===== config.mk =====
export PLATFORM = sky130hd
export DESIGN_NAME = adpll_gain_scheduler
export DESIGN_NICKNAME = d
export VERILOG_FILES = /design/src/rtl/adpll_gain_scheduler_pkg.sv /design/src/rtl/adpll_gain_scheduler_error_window_detect.sv /design/src/rtl/adpll_gain_scheduler.sv
export SDC_FILE = /design/constraint.sdc
export NUM_CORES = 1
export LEC_CHECK = 0
export ABC_AREA = 1
export CAP_MARGIN = 30
export CORE_ASPECT_RATIO = 1.4
export CORE_MARGIN = 8
export CORE_UTILIZATION = 46
export DETAILED_ROUTE_END_ITERATION = 7
export PLACE_DENSITY = 0.75
export SLEW_MARGIN = 5
export SYNTH_ARGS = -nofsm -noshare
export SYNTH_HDL_FRONTEND = slang
export SYNTH_SLANG_ARGS = --single-unit

===== constraint.sdc =====
create_clock -name gen_clk_i -period 1.6 [get_ports gen_clk_i]
set_input_delay 0.32 -clock gen_clk_i [delete_from_list [all_inputs] [get_ports gen_clk_i]]
set_output_delay 0.32 -clock gen_clk_i [all_outputs]
set_load 0.005 [all_outputs]

===== src/rtl/adpll_gain_scheduler_pkg.sv =====
// Shared state encoding for the ADPLL gain scheduler.
// The encoding is visible on state_o, so the values are fixed.
package adpll_ctrl_pkg;

  typedef enum logic [1:0] {
    ST_IDLE    = 2'd0,
    ST_ACQUIRE = 2'd1,
    ST_SETTLE  = 2'd2,
    ST_TRACK   = 2'd3
  } state_e;

  // IDLE and ACQUIRE run the loop filter with the wide-bandwidth gains.
  function automatic logic uses_acq_gains(input state_e s);
    return (s == ST_IDLE) || (s == ST_ACQUIRE);
  endfunction

endpackage


===== src/rtl/adpll_gain_scheduler_error_window_detect.sv =====
// Combinational |error| <= LOCK_THRESH test. The magnitude is one bit wider than
// the error, so the most negative error maps to its true positive magnitude.
module error_window_detect
  import adpll_ctrl_pkg::*;
#(
  parameter int unsigned ERROR_WIDTH = 8,
  parameter int unsigned LOCK_THRESH = 4
) (
  input  logic [ERROR_WIDTH-1:0] error_i,
  output logic                   in_window_o
);

  logic [ERROR_WIDTH:0] ext;
  logic [ERROR_WIDTH:0] mag;

  always_comb begin
    ext = {error_i[ERROR_WIDTH-1], error_i};
    mag = ext;
    if (ext[ERROR_WIDTH]) begin
      mag = ~ext + {{ERROR_WIDTH{1'b0}}, 1'b1};
    end
    in_window_o = (mag <= (ERROR_WIDTH+1)'(LOCK_THRESH));
  end

endmodule


===== src/rtl/adpll_gain_scheduler.sv =====
// Loop-filter gear-shift controller: IDLE -> ACQUIRE -> SETTLE -> TRACK with a shared
// saturating counter. Optional sticky lock_lost_o when ADPLL_GAIN_SCHED_LOSS_FLAG_EN is defined.
module adpll_gain_scheduler
  import adpll_ctrl_pkg::*;
#(
  parameter int unsigned         ERROR_WIDTH   = 8,
  parameter int unsigned         KP_WIDTH      = 3,
  parameter int unsigned         KI_WIDTH      = 4,
  parameter logic [KP_WIDTH-1:0] KP_ACQ        = 3'b100,
  parameter logic [KI_WIDTH-1:0] KI_ACQ        = 4'b0100,
  parameter logic [KP_WIDTH-1:0] KP_TRK        = 3'b001,
  parameter logic [KI_WIDTH-1:0] KI_TRK        = 4'b0001,
  parameter int unsigned         LOCK_THRESH   = 4,
  parameter int unsigned         LOCK_COUNT    = 16,
  parameter int unsigned         SETTLE_CYCLES = 8,
  parameter int unsigned         UNLOCK_COUNT  = 4,
  parameter int unsigned         CNT_WIDTH     = 8
) (
  input  logic                   gen_clk_i,
  input  logic                   reset_n_i,
  input  logic                   enable_i,
  input  logic [ERROR_WIDTH-1:0] error_i,
  output logic [KP_WIDTH-1:0]    kp_o,
  output logic [KI_WIDTH-1:0]    ki_o,
  output logic                   lf_reset_o,
  output logic                   locked_o,
  output logic [1:0]             state_o
`ifdef ADPLL_GAIN_SCHED_LOSS_FLAG_EN
  ,
  output logic                   lock_lost_o
`endif
);

  state_e                state_q, state_d;
  logic [CNT_WIDTH-1:0]  cnt_q, cnt_d, cnt_inc;
  logic [KP_WIDTH-1:0]   kp_q, kp_d;
  logic [KI_WIDTH-1:0]   ki_q, ki_d;
  logic                  lf_reset_q, lf_reset_d;
  logic                  locked_q, locked_d;
  logic                  in_window;

  error_window_detect #(
    .ERROR_WIDTH (ERROR_WIDTH),
    .LOCK_THRESH (LOCK_THRESH)
  ) u_window (
    .error_i     (error_i),
    .in_window_o (in_window)
  );

  always_comb begin
    state_d    = state_q;
    cnt_d      = cnt_q;
    lf_reset_d = 1'b0;
    cnt_inc    = (cnt_q == '1) ? cnt_q : cnt_q + CNT_WIDTH'(1);

    if (!enable_i) begin
      state_d = ST_IDLE;
      cnt_d   = '0;
    end else begin
      case (state_q)
        ST_IDLE: begin
          state_d = ST_ACQUIRE;
          cnt_d   = '0;
        end
        ST_ACQUIRE: begin
          if (!in_window) begin
            cnt_d = '0;
          end else if (cnt_inc == CNT_WIDTH'(LOCK_COUNT)) begin
            state_d = ST_SETTLE;
            cnt_d   = '0;
          end else begin
            cnt_d = cnt_inc;
          end
        end
        ST_SETTLE: begin
          if (cnt_inc == CNT_WIDTH'(SETTLE_CYCLES)) begin
            state_d = ST_TRACK;
            cnt_d   = '0;
          end else begin
            cnt_d = cnt_inc;
          end
        end
        ST_TRACK: begin
          if (in_window) begin
            cnt_d = '0;
          end else if (cnt_inc == CNT_WIDTH'(UNLOCK_COUNT)) begin
            // Re-acquisition: clear the integrator for the first ACQUIRE cycle only.
            state_d    = ST_ACQUIRE;
            cnt_d      = '0;
            lf_reset_d = 1'b1;
          end else begin
            cnt_d = cnt_inc;
          end
        end
        default: begin
          state_d = ST_IDLE;
          cnt_d   = '0;
        end
      endcase
    end

    // Outputs are computed from the next state so they change on the same edge.
    if (state_d == ST_IDLE) begin
      lf_reset_d = 1'b1;
    end
    kp_d     = uses_acq_gains(state_d) ? KP_ACQ : KP_TRK;
    ki_d     = uses_acq_gains(state_d) ? KI_ACQ : KI_TRK;
    locked_d = (state_d == ST_TRACK);
  end

  always_ff @(posedge gen_clk_i or negedge reset_n_i) begin
    if (!reset_n_i) begin
      state_q    <= ST_IDLE;
      cnt_q      <= '0;
      kp_q       <= KP_ACQ;
      ki_q       <= KI_ACQ;
      lf_reset_q <= 1'b1;
      locked_q   <= 1'b0;
    end else begin
      state_q    <= state_d;
      cnt_q      <= cnt_d;
      kp_q       <= kp_d;
      ki_q       <= ki_d;
      lf_reset_q <= lf_reset_d;
      locked_q   <= locked_d;
    end
  end

  assign kp_o       = kp_q;
  assign ki_o       = ki_q;
  assign lf_reset_o = lf_reset_q;
  assign locked_o   = locked_q;
  assign state_o    = state_q;

`ifdef ADPLL_GAIN_SCHED_LOSS_FLAG_EN
  logic lock_lost_q, lock_lost_d;

  always_comb begin
    lock_lost_d = lock_lost_q;
    if (state_d == ST_IDLE) begin
      lock_lost_d = 1'b0;
    end else if ((state_q == ST_TRACK) && (state_d == ST_ACQUIRE)) begin
      lock_lost_d = 1'b1;
    end
  end

  always_ff @(posedge gen_clk_i or negedge reset_n_i) begin
    if (!reset_n_i) begin
      lock_lost_q <= 1'b0;
    end else begin
      lock_lost_q <= lock_lost_d;
    end
  end

  assign lock_lost_o = lock_lost_q;
`endif

endmodule


## After elaboration in Yosys (flattened, before gate mapping)

Cells that the tools add are included.

| word-level totals | value |
|---|---|
| word-level logic and storage cells | 45 |
| input port bits | 11 |
| register bits | 18 |

| cells by class | value |
|---|---|
| equal/unequal tests | 9 |
| $add $sub $neg | 2 |
| reduce and logical (&&, ||, !) cells | 3 |
| multiplexer cells | 23 |
| $lt $le $gt $ge | 1 |
| bitwise operators | 1 |

Operators with widths:

| cell | count |
|---|---|
| two-way mux 8 bit | 7 |
| one-hot mux 8 bit (4 select lines) | 1 |
| two-way mux 2 bit | 6 |
| adder 9 x 1 -> 9 bit (second input constant) | 1 |
| <= comparator 9 x 3 -> 1 bit (second input constant) | 1 |
| two-way mux 9 bit | 1 |
| inverter 9 bit | 1 |
| adder 8 x 1 -> 8 bit (second input constant) | 1 |
| equality test 8 x 3 -> 1 bit (second input constant) | 1 |
| equality test 8 x 4 -> 1 bit (second input constant) | 1 |
| equality test 8 x 5 -> 1 bit (second input constant) | 1 |
| equality test 8 bit (second input constant) | 1 |
| one-hot mux 2 bit (4 select lines) | 1 |
| equality test 2 bit (second input constant) | 3 |
| two-way mux 3 bit | 2 |
| two-way mux 1 bit | 5 |
| equality test 2 x 1 -> 1 bit (second input constant) | 2 |
| zero test 2 bit | 2 |
| logical OR 1 bit | 1 |

## Logic depth before layout (Yosys ltp)

| logic depth | value |
|---|---|
| depth in word-level cells | 10 |
| gate-level depth with buffers | 14 |

## Modules after synthesis

A second synthesis with hierarchy kept.

| second synthesis, totals | value |
|---|---|
| cells, all modules | 156 |
| area, all modules | 1068.5 sq um |

By module, submodules not included:

| module | instances | area each (sq um) | cells each |
|---|---|---|---|
| adpll_gain_scheduler | 1 | 920.9 | 121 |
| error_window_detect | 1 | 147.6 | 35 |

## Least setup slack after synthesis

OpenSTA, ideal clock, no wires.

| timing | value |
|---|---|
| kind | reg-to-reg |
| start point | reg cnt_q[0] |
| end point | reg cnt_q[0] |
| setup slack | -110 ps |
| data arrival time | 1597 ps |
| stages on the path, launching flop included | 13 |
| clock period less this slack | 1710 ps |
| cells stage by stage | dfrtp_1 ha_1 nand2_2 nor2_4 nand2_2 buf_6 nand2_2 nor2_1 nand3_2 o21ai_2 nand3_1 nand2_1 inv_1 |

| on the way | value |
|---|---|
| longest elaborated chain between the ends | 7 |
| elaborated cells between the ends (all ways) | 13 |
| those cells by class | add/sub (1); eq/ne (4); mux (8) |

Ends and longest elaborated chain:

| item | RTL line | source |
|---|---|---|
| start, declared | adpll_gain_scheduler.sv:35 | `logic [CNT_WIDTH-1:0] cnt_q, cnt_d, cnt_inc;` |
| start signal, assigned | adpll_gain_scheduler.sv:121 | `cnt_q <= cnt_d;` |
| adder 8 x 1 -> 8 bit or equality test 8 bit (tied branches) | adpll_gain_scheduler.sv:54 | `cnt_inc = (cnt_q == '1) ? cnt_q : cnt_q + CNT_WIDTH'(1);` |
| two-way mux 8 bit (*) | adpll_gain_scheduler.sv:54 |  |
| equality test 8 x 3 -> 1 bit or equality test 8 x 5 -> 1 bit (tied branches) | adpll_gain_scheduler.sv:86, adpll_gain_scheduler.sv:68 |  |
| two-way mux 8 bit, on equally long branches | adpll_gain_scheduler.sv:86, adpll_gain_scheduler.sv:68 |  |
| two-way mux 8 bit, on equally long branches | adpll_gain_scheduler.sv:84, adpll_gain_scheduler.sv:66 |  |
| one-hot mux 8 bit (4 select lines) (*) | adpll_gain_scheduler.sv:60 | `case (state_q)` |
| two-way mux 8 bit (*) | adpll_gain_scheduler.sv:56 | `if (!enable_i) begin` |
| net cnt_d[0] | adpll_gain_scheduler.sv:35 |  |

Mark *: on every way through the listed nets, which the timed path passes. The rest lies on a longest branch.

## Final worst setup path

| timing | value |
|---|---|
| start point | reg cnt_q[0] |
| end point | reg cnt_q[1] |

The elaborated chain is that of the path after synthesis.

==> load_flow_metrics.sql <==
INSERT INTO impl_metrics (metric_group, metric, value, unit) VALUES
('status', 'outcome', 'complete, but fails checks', ''),
('status', 'violations_in_the_final_reports', 'setup timing', ''),
('logic_synthesis', 'post_synth_and_or_nand_nor_area_fraction', '46.8', '%'),
('clock_network', 'clock_tree.buffer_depth', '2', ''),
('logic_synthesis', 'synth_cell_area', '1160', 'um2'),
('clock_network', 'clkLatencyLatePin', '0.29', 'ns'),
('place', 'count_of_port_buffers_added_during_placement', '18', ''),
('final_layout', 'drive_above_1_share', '46.0', '%'),
('critical_path', 'crit_fanout', '7', ''),
('timing', 'holdWs', '0.330', 'ns'),
('power_and_ir_drop', 'power_density', '405', 'nW/um2'),
('place', 'placement.cell_area', '1570', 'um2'),
('floorplanning', 'initial_core_util', '48.7', '%'),
('timing', 'timing.final.setup_violations', '12', ''),
('global_routing', 'grt_start_max_net_pins', '15', ''),
('place', 'worst_slack_at_placement', '-0.661', 'ns'),
('clock_network', 'clockRootBuffer', 'sky130_fd_sc_hd__clkbuf_4', ''),
('routing', 'detail_route.drc_violations', '0', ''),
('routing', 'antenna_violating_nets_post_route', '0', ''),
('global_routing', 'grt_pass1_vias', '1444', ''),
('global_routing', 'globalRouteTotalUtil', '17.4', '%'),
('critical_path', 'worst_path_max_delay_cell', 'sky130_fd_sc_hd__dfrtp_1', ''),
('logic_synthesis', 'synthesis.yosys.warnings', '0', ''),
('critical_path', 'worstSetupPathType', 'flop to flop', ''),
('timing', 'grt_setup_unrepaired', 'true', ''),
('timing', 'layout_min_cycle_time', '1.81', 'ns'),
('critical_path', 'crit_path_start', 'cnt_q[0]$_DFF_PN0_', ''),
('final_layout', 'antenna_cells', '0', ''),
('final_layout', 'final_net_count', '249', ''),
('clock_network', 'cts_tree', 'yes', ''),
('clock_network', 'number_of_clock_buffers_inserted_by_tritoncts', '3', ''),
('logic_synthesis', 'fraction_of_registers_with_async_set_reset', '100', '%'),
('floorplanning', 'area_of_the_die', '4420', 'um2'),
('logic_synthesis', 'synth_top_family_by_area', 'simple AND/OR/NAND/NOR gates', ''),
('power_and_ir_drop', 'report.power.total', '0.761', 'mW'),
('routing', 'vias_per_cell', '5.22', ''),
('global_routing', 'first_pass_grt_wire_length', '5890', 'um'),
('power_and_ir_drop', 'worst_ir_drop_vdd', '0.522', 'mV'),
('logic_synthesis', 'synth.lib_cells_used.distinct', '25', ''),
('final_layout', 'final_common_cell', 'sky130_fd_sc_hd__nand2_1', ''),
('global_routing', 'globalRoute.totalOverflow', '0', ''),
('critical_path', 'max_stage_delay', '0.40', 'ns'),
('logic_synthesis', 'synth_seq_cells', '14', ''),
('clock_network', 'htreeDepth', '1', ''),
('logic_synthesis', 'synthDominantCellAreaShare', '25.8', '%'),
('routing', 'finalWirelength', '3980', 'um'),
('floorplanning', 'std_cell_rows', '21', ''),
('logic_synthesis', 'post_synthesis_cell_type_with_the_largest_combined_area', 'sky130_fd_sc_hd__dfrtp_1', ''),
('routing', 'wl_per_cell', '14.8', 'um'),
('final_layout', 'final_core_utilization', '78.6', '%'),
('critical_path', 'worst_case_register_to_register_setup_slack', '-0.21', 'ns'),
('floorplanning', 'ioPinCount', '22', ''),
('timing', 'fin_ws', '-0.213', 'ns'),
('critical_path', 'crit_path_end', 'cnt_q[1]$_DFF_PN0_', ''),
('global_routing', 'antenna_found_initial', '0', ''),
('timing', 'slew_violations', '0', ''),
('place', 'place_hpwl', '2490', 'um'),
('floorplanning', 'core', '2390', 'um2'),
('power_and_ir_drop', 'leakage', '0.993', 'nW'),
('logic_synthesis', 'synthesis.area_per_instance', '6.51', 'um2'),
('clock_network', 'number_of_clock_sinks', '14', ''),
('routing', 'detailroute.via_count', '1405', ''),
('timing', 'finalCritPeriodShare', '113', '%'),
('routing', 'dr.pass1.iters', '4', ''),
('logic_synthesis', 'synth.area.top_cells', 'sky130_fd_sc_hd__dfrtp_1, sky130_fd_sc_hd__nand2_1, sky130_fd_sc_hd__nand3_1', ''),
('timing', 'finalClockSkew', '0.00665', 'ns'),
('routing', 'detailedRoute.firstIterationViolations', '72', ''),
('logic_synthesis', 'synth_edf_count', '0', ''),
('critical_path', 'worstSetupEndpointType', 'flop', ''),
('final_layout', 'post_synthesis_to_final_layout_area_growth', '61.4', '%'),
('critical_path', 'path_common_cell', 'sky130_fd_sc_hd__nand2_4', '');
## synth_stat cells (3+ instances only)
cell type,n
sky130_fd_sc_hd__inv_1,28
sky130_fd_sc_hd__a21oi_1,3
sky130_fd_sc_hd__o21ai_0,6
sky130_fd_sc_hd__nor2_2,3
sky130_fd_sc_hd__dfrtp_1,12
sky130_fd_sc_hd__nand2_1,49
sky130_fd_sc_hd__nand3_1,22
sky130_fd_sc_hd__nor2_4,3
sky130_fd_sc_hd__nand2_2,8
sky130_fd_sc_hd__buf_4,5
sky130_fd_sc_hd__nand3_2,4
sky130_fd_sc_hd__nor2_1,18
## cells by family after synthesis
group,Yosys count
xor gates and xnor gates,1
DFF,14
other,1
and+or+nand+nor,113
buffers and inverters,36
adders and majority gates,2
AOI/OAI and AO/OA,12
## how the worst min path moves through the flow
stage | to | start | slack (ns)
2_1_floorplan | cnt_q[0]$_DFF_PN0_ | reset_n_i | 0.02
3_3_place_gp | cnt_q[7]$_DFF_PN0_ | reset_n_i | 0.64
3_5_place_dp | cnt_q[6]$_DFF_PN0_ | reset_n_i | 0.65
4_1_cts | cnt_q[1]$_DFF_PN0_ | reset_n_i | 0.34
5_1_grt | cnt_q[1]$_DFF_PN0_ | reset_n_i | 0.35
6_report | cnt_q[6]$_DFF_PN0_ | reset_n_i | 0.33
## metrics by stage
| step | instances | setup TNS (ns) |
|---|---|---|
| after floorplan | 181 | -0.179 |
| after global routing | 269 | -3.09 |
| final | 269 | -1.88 |
| after detailed placement | 254 | -8.45 |
| after global placement | 254 | -6.61 |
| after CTS | 265 | -1.13 |
## area by class of cell
cell class	instances	area, um2
clock buffers	4	36.3
multi-input cells	131	861
fillers	166	510
well taps	34	42.5
inverters	30	115
repair buffers	56	470
flip-flops and latches	14	355
## where the power goes
part / total, mW / internal [mW] / leakage, nW / switching (mW)
registers: 0.359 / 0.358 / 0.183 / 0.00184
clock network: 0.261 / 0.139 / 0.0210 / 0.122
logic: 0.141 / 0.0649 / 0.789 / 0.0762
total: 0.761 / 0.561 / 0.993 / 0.200
## what timing repair did
| action | 4_1_cts | 5_1_grt |
|---|---|---|
| hold buffers | 0 | 0 |
| gates resized for setup | 28 | 41 |
| pin swaps | 13 | 7 |
| endpoints found under the setup margin | 18 | 16 |
| buffers inserted | 7 | 4 |
## per-layer routing
layer	track usage, %	vias up	part of all wire, %
met1	15.8	672	36
met2	32.6	48	56
met5	0	-	0
met3	3.72	22	3.7
met4	13.7	0	4.7
li1	-	663	-
## flip-flops by register name, summed over array words and instances, names as in the netlist
register	cells
ki_o	2
cnt_q	8
locked_o	1
lf_reset_o	1
state_o	2
Note: power is estimated with default switching activity, not from simulation.
